$ cat config.mk
export PLATFORM = sky130hd
export DESIGN_NAME = alu_arbiter
export DESIGN_NICKNAME = d
export VERILOG_FILES = /design/src/rtl/alu_arbiter.sv
export SDC_FILE = /design/constraint.sdc
export NUM_CORES = 1
export LEC_CHECK = 0
export BUFFER_PORTS_ARGS = -buffer_cell sky130_fd_sc_hd__clkbuf_2
export CAP_MARGIN = 20
export CORE_AREA = 2 2 162 164
export DETAILED_ROUTE_END_ITERATION = 6
export DIE_AREA = 0 0 164 166
export PLACE_DENSITY_LB_ADDON = 0.3
export SLEW_MARGIN = 15
export SYNTH_ARGS = -nofsm -noshare
export SYNTH_HDL_FRONTEND = slang
export SYNTH_SLANG_ARGS = --single-unit
export TNS_END_PERCENT = 1
$ cat constraint.sdc
create_clock -name clk -period 6.1 [get_ports clk]
set_input_delay 0.305 -clock clk [delete_from_list [all_inputs] [get_ports clk]]
set_output_delay 0.305 -clock clk [all_outputs]
set_load 0.005 [all_outputs]
$ cat src/rtl/alu_arbiter.sv
// Round-robin arbiter sharing one combinational ALU between NUM_REQ requesters,
// with an optional grant lock and a single registered response slot.
module alu_arbiter #(
  parameter int DATA_WIDTH = 32,
  parameter int NUM_REQ    = 4,
  parameter int ID_W       = (NUM_REQ > 1) ? $clog2(NUM_REQ) : 1
) (
  input  logic                          clk,
  input  logic                          rst,
  input  logic [NUM_REQ-1:0]            req_valid,
  output logic [NUM_REQ-1:0]            req_ready,
  input  logic [NUM_REQ*DATA_WIDTH-1:0] req_a,
  input  logic [NUM_REQ*DATA_WIDTH-1:0] req_b,
  input  logic [NUM_REQ*3-1:0]          req_op,
  input  logic [NUM_REQ-1:0]            req_lock,
  output logic [DATA_WIDTH-1:0]         alu_a,
  output logic [DATA_WIDTH-1:0]         alu_b,
  output logic [2:0]                    alu_op,
  input  logic [DATA_WIDTH-1:0]         alu_result,
  input  logic                          alu_zero,
  output logic                          rsp_valid,
  input  logic                          rsp_ready,
  output logic [DATA_WIDTH-1:0]         rsp_data,
  output logic                          rsp_zero,
  output logic [ID_W-1:0]               rsp_id
);

  localparam logic [0:0] ST_ARB    = 1'b0;
  localparam logic [0:0] ST_LOCKED = 1'b1;

  logic [0:0]            state_q, state_d;
  logic [ID_W-1:0]       ptr_q, ptr_d;
  logic [ID_W-1:0]       owner_q, owner_d;
  logic                  rsp_valid_q, rsp_valid_d;
  logic [DATA_WIDTH-1:0] rsp_data_q, rsp_data_d;
  logic                  rsp_zero_q, rsp_zero_d;
  logic [ID_W-1:0]       rsp_id_q, rsp_id_d;

  logic [NUM_REQ-1:0]    grant;
  logic [ID_W-1:0]       gnt_idx;
  logic [ID_W-1:0]       gnt_next;
  logic                  accept;
  logic                  slot_free;
  logic                  found;

  always_comb begin
    int unsigned sum;
    sum       = 0;
    slot_free = !rsp_valid_q || rsp_ready;
    grant     = '0;
    gnt_idx   = '0;
    found     = 1'b0;
    if (!rst && slot_free) begin
      if (state_q == ST_LOCKED) begin
        if (req_valid[owner_q]) begin
          grant[owner_q] = 1'b1;
          gnt_idx        = owner_q;
        end
      end else begin
        // Scan ptr..NUM_REQ-1 then wrap to 0; the first valid wins.
        for (int unsigned k = 0; k < NUM_REQ; k++) begin
          sum = 32'(ptr_q) + k;
          if (sum >= unsigned'(NUM_REQ)) sum = sum - unsigned'(NUM_REQ);
          if (!found && req_valid[ID_W'(sum)]) begin
            found                = 1'b1;
            grant[ID_W'(sum)]    = 1'b1;
            gnt_idx              = ID_W'(sum);
          end
        end
      end
    end
    accept   = |grant;
    gnt_next = (gnt_idx == ID_W'(NUM_REQ - 1)) ? '0 : gnt_idx + 1'b1;
  end

  always_comb begin
    alu_a  = '0;
    alu_b  = '0;
    alu_op = '0;
    for (int unsigned k = 0; k < NUM_REQ; k++) begin
      if (grant[k]) begin
        alu_a  = req_a[k*DATA_WIDTH +: DATA_WIDTH];
        alu_b  = req_b[k*DATA_WIDTH +: DATA_WIDTH];
        alu_op = req_op[k*3 +: 3];
      end
    end
  end

  always_comb begin
    state_d     = state_q;
    ptr_d       = ptr_q;
    owner_d     = owner_q;
    rsp_valid_d = rsp_valid_q;
    rsp_data_d  = rsp_data_q;
    rsp_zero_d  = rsp_zero_q;
    rsp_id_d    = rsp_id_q;
    if (accept) begin
      ptr_d       = gnt_next;
      rsp_valid_d = 1'b1;
      rsp_data_d  = alu_result;
      rsp_zero_d  = alu_zero;
      rsp_id_d    = gnt_idx;
      if (state_q == ST_ARB && req_lock[gnt_idx]) begin
        state_d = ST_LOCKED;
        owner_d = gnt_idx;
      end else if (state_q == ST_LOCKED && !req_lock[gnt_idx]) begin
        state_d = ST_ARB;
      end
    end else if (rsp_ready) begin
      rsp_valid_d = 1'b0;
    end
  end

  always_ff @(posedge clk) begin
    if (rst) begin
      state_q     <= ST_ARB;
      ptr_q       <= '0;
      owner_q     <= '0;
      rsp_valid_q <= 1'b0;
      rsp_data_q  <= '0;
      rsp_zero_q  <= 1'b0;
      rsp_id_q    <= '0;
    end else begin
      state_q     <= state_d;
      ptr_q       <= ptr_d;
      owner_q     <= owner_d;
      rsp_valid_q <= rsp_valid_d;
      rsp_data_q  <= rsp_data_d;
      rsp_zero_q  <= rsp_zero_d;
      rsp_id_q    <= rsp_id_d;
    end
  end

  assign req_ready = grant;
  assign rsp_valid = rsp_valid_q;
  assign rsp_data  = rsp_data_q;
  assign rsp_zero  = rsp_zero_q;
  assign rsp_id    = rsp_id_q;

endmodule

[After elaboration in Yosys (flattened, before gate mapping)]
Cells that the tools add are included.
Operators by class
  multiplexer cells: 80
  bitwise logic cells: 4
  $add $sub $neg: 8
  equality and inequality tests: 1
  reductions and logical operators: 23
  magnitude comparators: 15
Operators by type and width (count)
  $mux W32: 8
  $mux W4: 13
  $mux W2: 20
  $mux W1: 24
  $lt A2 B3 Y1 const B: 6
  $bmux W1 S2: 6
  $mux W3: 4
  $or A4 B4 Y4: 3
  $logic_and A1 B1 Y1: 11
  $demux W1 S2: 5
  $ge A2 B1 Y1 const B: 5
  $ge A3 B3 Y1 const B: 3
  $sub A2 B1 Y2 const B: 4
  $add A2 B2 Y3 const B: 2
  $logic_not A1 Y1: 6
  $reduce_and A2 Y1: 2
  $reduce_bool A2 Y1: 2
  $reduce_or A4 Y1: 1
  $add A2 B1 Y3 const B: 1
  $ge A2 B3 Y1 const B: 1
  $add A2 B1 Y2 const B: 1
  $eq A2 B2 Y1 const B: 1
  $logic_or A1 B1 Y1: 1
  $not A1 Y1: 1
Storage, ports and cells
  word-level logic and storage cells: 138
  output and inout bits: 107
  flip-flop bits (word level): 41
  input port bits: 312

[Logic depth before layout (Yosys ltp)]
  depth after elaboration: 30
  gate-level depth with buffers: 15
  mapped depth without buffers: 13

[Least setup slack after synthesis]
No wires, ideal clock.
  path type: reg-to-output
  from: reg ptr_q[0]
  to: out alu_a[22]
  cell stages (with the launch flop): 14
  data arrival time: 3179 ps
  path slack: 2616 ps
  path buffers: 3
  required time: 5795 ps
  path through: dfxtp_1 > buf_4 > inv_2 > ha_1 > or3b_1 > a2111oi_0 > nor3_1 > nor2_2 > a211o_1 > nor2b_1 > buf_2 > buf_4 > a221oi_1 > o31ai_1
Between the ends
  longest elaborated chain between the ends: 28
  elaborated cells on any way between the ends: 85
  those cells by class: 7 x add/sub; 12 x order compare; 53 x mux; 3 x bitwise; 10 x reduce/logical
Ends and longest elaborated chain
  from (decl): RTL line 32  | logic [ID_W-1:0] ptr_q, ptr_d;
  from (signal assigned): RTL line 125  | ptr_q <= ptr_d;
  parallel branches: the longest is 21 deep, another holds $ge A2 B3 Y1
  $mux W4 (*): RTL line 64  | if (!found && req_valid[ID_W'(sum)]) begin
  $mux W4 (*): RTL line 54  | if (state_q == ST_LOCKED) begin
  $mux W4 (*): RTL line 53  | if (!rst && slot_free) begin
  net req_ready[0]: RTL line 11  | output logic [NUM_REQ-1:0] req_ready,
  $mux W32 (*) (4 in series): RTL line 81  | if (grant[k]) begin
  to (decl): RTL line 16  | output logic [DATA_WIDTH-1:0] alu_a,
Mark *: on every way through the listed nets, which the timed path passes. The select of a mux whose other input is x is not followed.

[Final worst setup path]
  from: reg ptr_q[0]
  to: out alu_b[25]
Between the ends
  longest elaborated chain between the ends: 28
  elaborated cells on any way between the ends: 85
  those cells by class: 7 x add/sub; 12 x order compare; 53 x mux; 3 x bitwise; 10 x reduce/logical
Ends and longest elaborated chain
  parallel branches: the longest is 21 deep, another holds $ge A2 B3 Y1
  $mux W4 (*): RTL line 64
  $mux W4 (*): RTL line 54
  $mux W4 (*): RTL line 53
  $mux W32 (3 in series): RTL line 81
  $mux W32 (*): RTL line 81
  to (decl): RTL line 17  | output logic [DATA_WIDTH-1:0] alu_b,
Mark *: on every way between the ends. The select of a mux whose other input is x is not followed.

==> impl_results.md <==
* CTS Root Cell: clkbuf_16
* Avg WL per Cell at 17.4 um
* Worst Setup End Kind: output port
* Vias/cell at 4.59
* Die height at 166 um
* Slowest CP cell: dfxtp_1
* Max stage delay on crit path at 0.69 ns
* Syn Inst Count at 595
* GRT Total Usage at 15.5%
* Iter 0 DRT Violations at 330
* Post-Layout Inst Area at 0.00646 mm^2
* Startpoint type of the worst setup path: flop
* Final hold vios at 0
* Fraction of layout cells with a size suffix above 1 at 46.1%
* Max clock buf depth at 2
* Beginning of the critical path: ptr_q[0]
* Area after DPL at 0.00630 mm^2
* Max IR drop VDD at 195 uV
* Initial Util at 15.4%
* Vias in the first global route at 5758
* Pre-CTS WS at 1.41 ns
* Synthesized cell area at 0.00395 mm^2
* Worst-Margin Slew at 0.893 ns
* Synth warn at 0
* Grt ovf at 0
* Clock sinks at 41
* Worst Hold Class: in2reg
* Total Wirelength at 22.7 mm
* Final setup margin at 1.05 ns
* First-pass GRT wire length at 33.0 mm
* Worst-path cell chain: inv_2 > ha_1 > or3b_1 > a2111oi_0 > nor3_1 > nor2_2 > a211o_1 > nor2b_4 > buf_12 > a221oi_1 > o31ai_1 > clkbuf_2
* DIE AREA at 0.0272 mm^2
* Vias at 5992
* Routability Congestion at 0.846
* Worst R2R Start: ptr_q[0]
* Syn Area/Cell at 6.64 um^2
* Core Box Area at 0.0256 mm^2
* Final Critical Period at 5.05 ns
* Post-synth EDFFs at 0
* Clock Latency Late Sink at 0.28 ns
* Skew final at 0.00451 ns
* FF+latch count, synth at 41
* Internal Power at 1.56 mW
* Seq/Total Area, Yosys at 20.8%
* Switching Share at 51.3%
* Critical Path Fanout Max at 56
* FFs w/ async S/R, synth at 0%
* Area growth syn-to-layout at 63.6%
* Flop-to-flop setup slack at 1.47 ns
* RSZ-0062 raised after global routing: false
* P_leak at 3.12 nW
* Row count at 59
* Boundary pin count at 419
* Setup Crit Path Kind: reg2out
* Slew headroom at 40.0%
* Residual DRC count at 0
* R2R cell count at 11
* WP data arrival at 4.74 ns
* Cell variety after synth at 45
* Post-Syn Nets at 915
* Combinational share of power at 77.0%
* Fin. max-slew vios at 0
* Final Setup Violations at 0
* Clk pin slew, worst setup/hold paths at 0.06 ns
* Post-DRT Antenna Nets at 0
* Hpwl dp at 18.1 mm
* R2R Path End: owner_q[1]
* Crit path buffers/inverters at 3
* Max-cap violations at 0
* Clock buffer count from CTS at 5
* Final Cycle Share at 82.7%
* Psw at 1.64 mW
* Non-Filler Instances at 1306
* Layout Nets at 1285
* Ys flop type: dfxtp_1
* Router iterations before antenna repair at 5
* H-tree depth at 2
* TNS Setup at 0 ns
* Status: finished, final reports clean
* PostCTS Resize Cnt at 0
* Hold WS at 0.245 ns
* Worst setup endpoint: alu_b[25]
* WP depth at 12
* Post-CTS setup-driven buffer insertion count at 0
* Pin count of the biggest net entering global routing at 83
* Critical Path RT at 5.79 ns
* Hold-fix buffers, CTS at 0
* Clock power share at 8.5%
* Placed Cells at 1293
* Die W at 164 um
* Delay-heaviest family, CP: compound AO/OA/AOI/OAI gates
* Initial antenna violation count at 8
* PD cells at 495 mW/mm^2
* FMAX at 198 MHz
* CTS tree: done
* Reg power frac at 14.5%
* IO Port Bufs at 418
[per-stage QoR]
step | util [%] | power [mW]
after global routing | 25.2 | 3.52
final | 25.2 | 3.20
after CTS | 25.2 | 3.25
after floorplan | - | 1.93
after detailed placement | 24.6 | 2.96
after global placement | 24.6 | 2.96
[worst reg2reg max path, cell delays in order, from the launching register on]
cell       delay (ns)
dfxtp_1          0.69
inv_2            0.18
ha_1             0.50
or3b_1           0.40
a2111oi_0        0.44
nor3_1           0.11
nor2_2           0.26
a221o_4          0.62
or4_1            0.54
buf_4            0.42
a21oi_1          0.14
a311oi_2         0.23
[registers in the layout, summed over array words and instances, names as in the netlist]
signal,count
rsp_valid,1
rsp_id,2
owner_q,2
rsp_data,32
ptr_q,2
rsp_zero,1
state_q,1
[power groups by stage]
stage,clock network [mW],registers (mW),logic (mW)
final,0.272,0.463,2.46
after global routing,0.290,0.481,2.75
after CTS,0.282,0.463,2.50
after detailed placement,0,0.466,2.49
after global placement,0,0.463,2.49
after floorplan,0,0.462,1.47
[kinds of logic after synthesis]
group	share of synthesized area, %
simple gates	27.0
compound gates	38.7
buf+inv	7.38
flops	20.8
mux	3.39
fa+ha+maj	2.53
xor+xnor	0.222
[cells in the mapped netlist, types with 2 or more instances]
| cell type | instances | area (um^2) |
|---|---|---|
| a211o_1 | 2 | 17.5 |
| a211oi_1 | 3 | 22.5 |
| a21oi_1 | 45 | 225 |
| a221oi_1 | 67 | 587 |
| and2_1 | 2 | 12.5 |
| buf_2 | 11 | 55.1 |
| buf_4 | 5 | 37.5 |
| clkbuf_1 | 46 | 173 |
| dfxtp_1 | 41 | 821 |
| ha_1 | 8 | 100 |
| inv_1 | 4 | 15.0 |
| inv_2 | 2 | 7.51 |
| mux2_2 | 2 | 22.5 |
| mux2i_1 | 10 | 100 |
| nand2_1 | 146 | 548 |
| nand2b_1 | 5 | 31.3 |
| nand3_1 | 2 | 10.0 |
| nand3b_1 | 2 | 15.0 |
| nor2_1 | 80 | 300 |
| nor2b_1 | 7 | 43.8 |
| nor3_1 | 6 | 30.0 |
| nor4b_1 | 2 | 17.5 |
| o211ai_1 | 3 | 22.5 |
| o21ai_0 | 6 | 30.0 |
| o31ai_1 | 68 | 510 |
[placed cells by master (no fill, tap or decap), drive strengths merged, types with 3 or more instances in the layout]
cell,netlist,layout
a211oi,3,3
a221oi,68,68
nand2b,5,5
o211ai,3,3
nor2,81,81
nand2,146,146
nor3,6,6
diode,0,5
a21oi,45,45
nor2b,7,7
clkbuf,46,424
buf,17,8
inv,6,6
dfxtp,41,41
mux2i,10,10
o21ai,7,7
mux2,3,3
o31ai,68,68
ha,8,8
[cell type report]
cell class                 count  area, um^2
clock inverter                 2        13.8
antenna                        5        12.5
tap                          335         419
inverter                       6        22.5
multi-input combinational    485        2860
timing repair buffer         426        2180
fill                        2938       19200
clock buffer                   6         139
sequential                    41         821
[worst min path at each step]
stage | to | cells past startpoint | slack (ns) | from
4_1_cts | rsp_zero | 3 | 0.24 | alu_zero
6_report | rsp_zero | 3 | 0.24 | alu_zero
3_5_place_dp | rsp_data[21] | 2 | 0.45 | rsp_data[21]
5_1_grt | rsp_zero | 3 | 0.25 | alu_zero
3_3_place_gp | rsp_data[28] | 2 | 0.44 | rsp_data[28]
2_1_floorplan | rsp_data[0] | 2 | 0.45 | alu_result[0]
[per-layer routing]
| layer | vias to the layer above | GRT usage (%) | part of all wire [%] |
|---|---|---|---|
| met5 | - | 0 | 0.18 |
| met4 | 6 | 4.35 | 2.0 |
| met3 | 24 | 3.62 | 8.8 |
| li1 | 2936 | - | - |
| met1 | 2730 | 19.9 | 42 |
| met2 | 296 | 25.7 | 47 |
(Power assumes the default switching activity.)
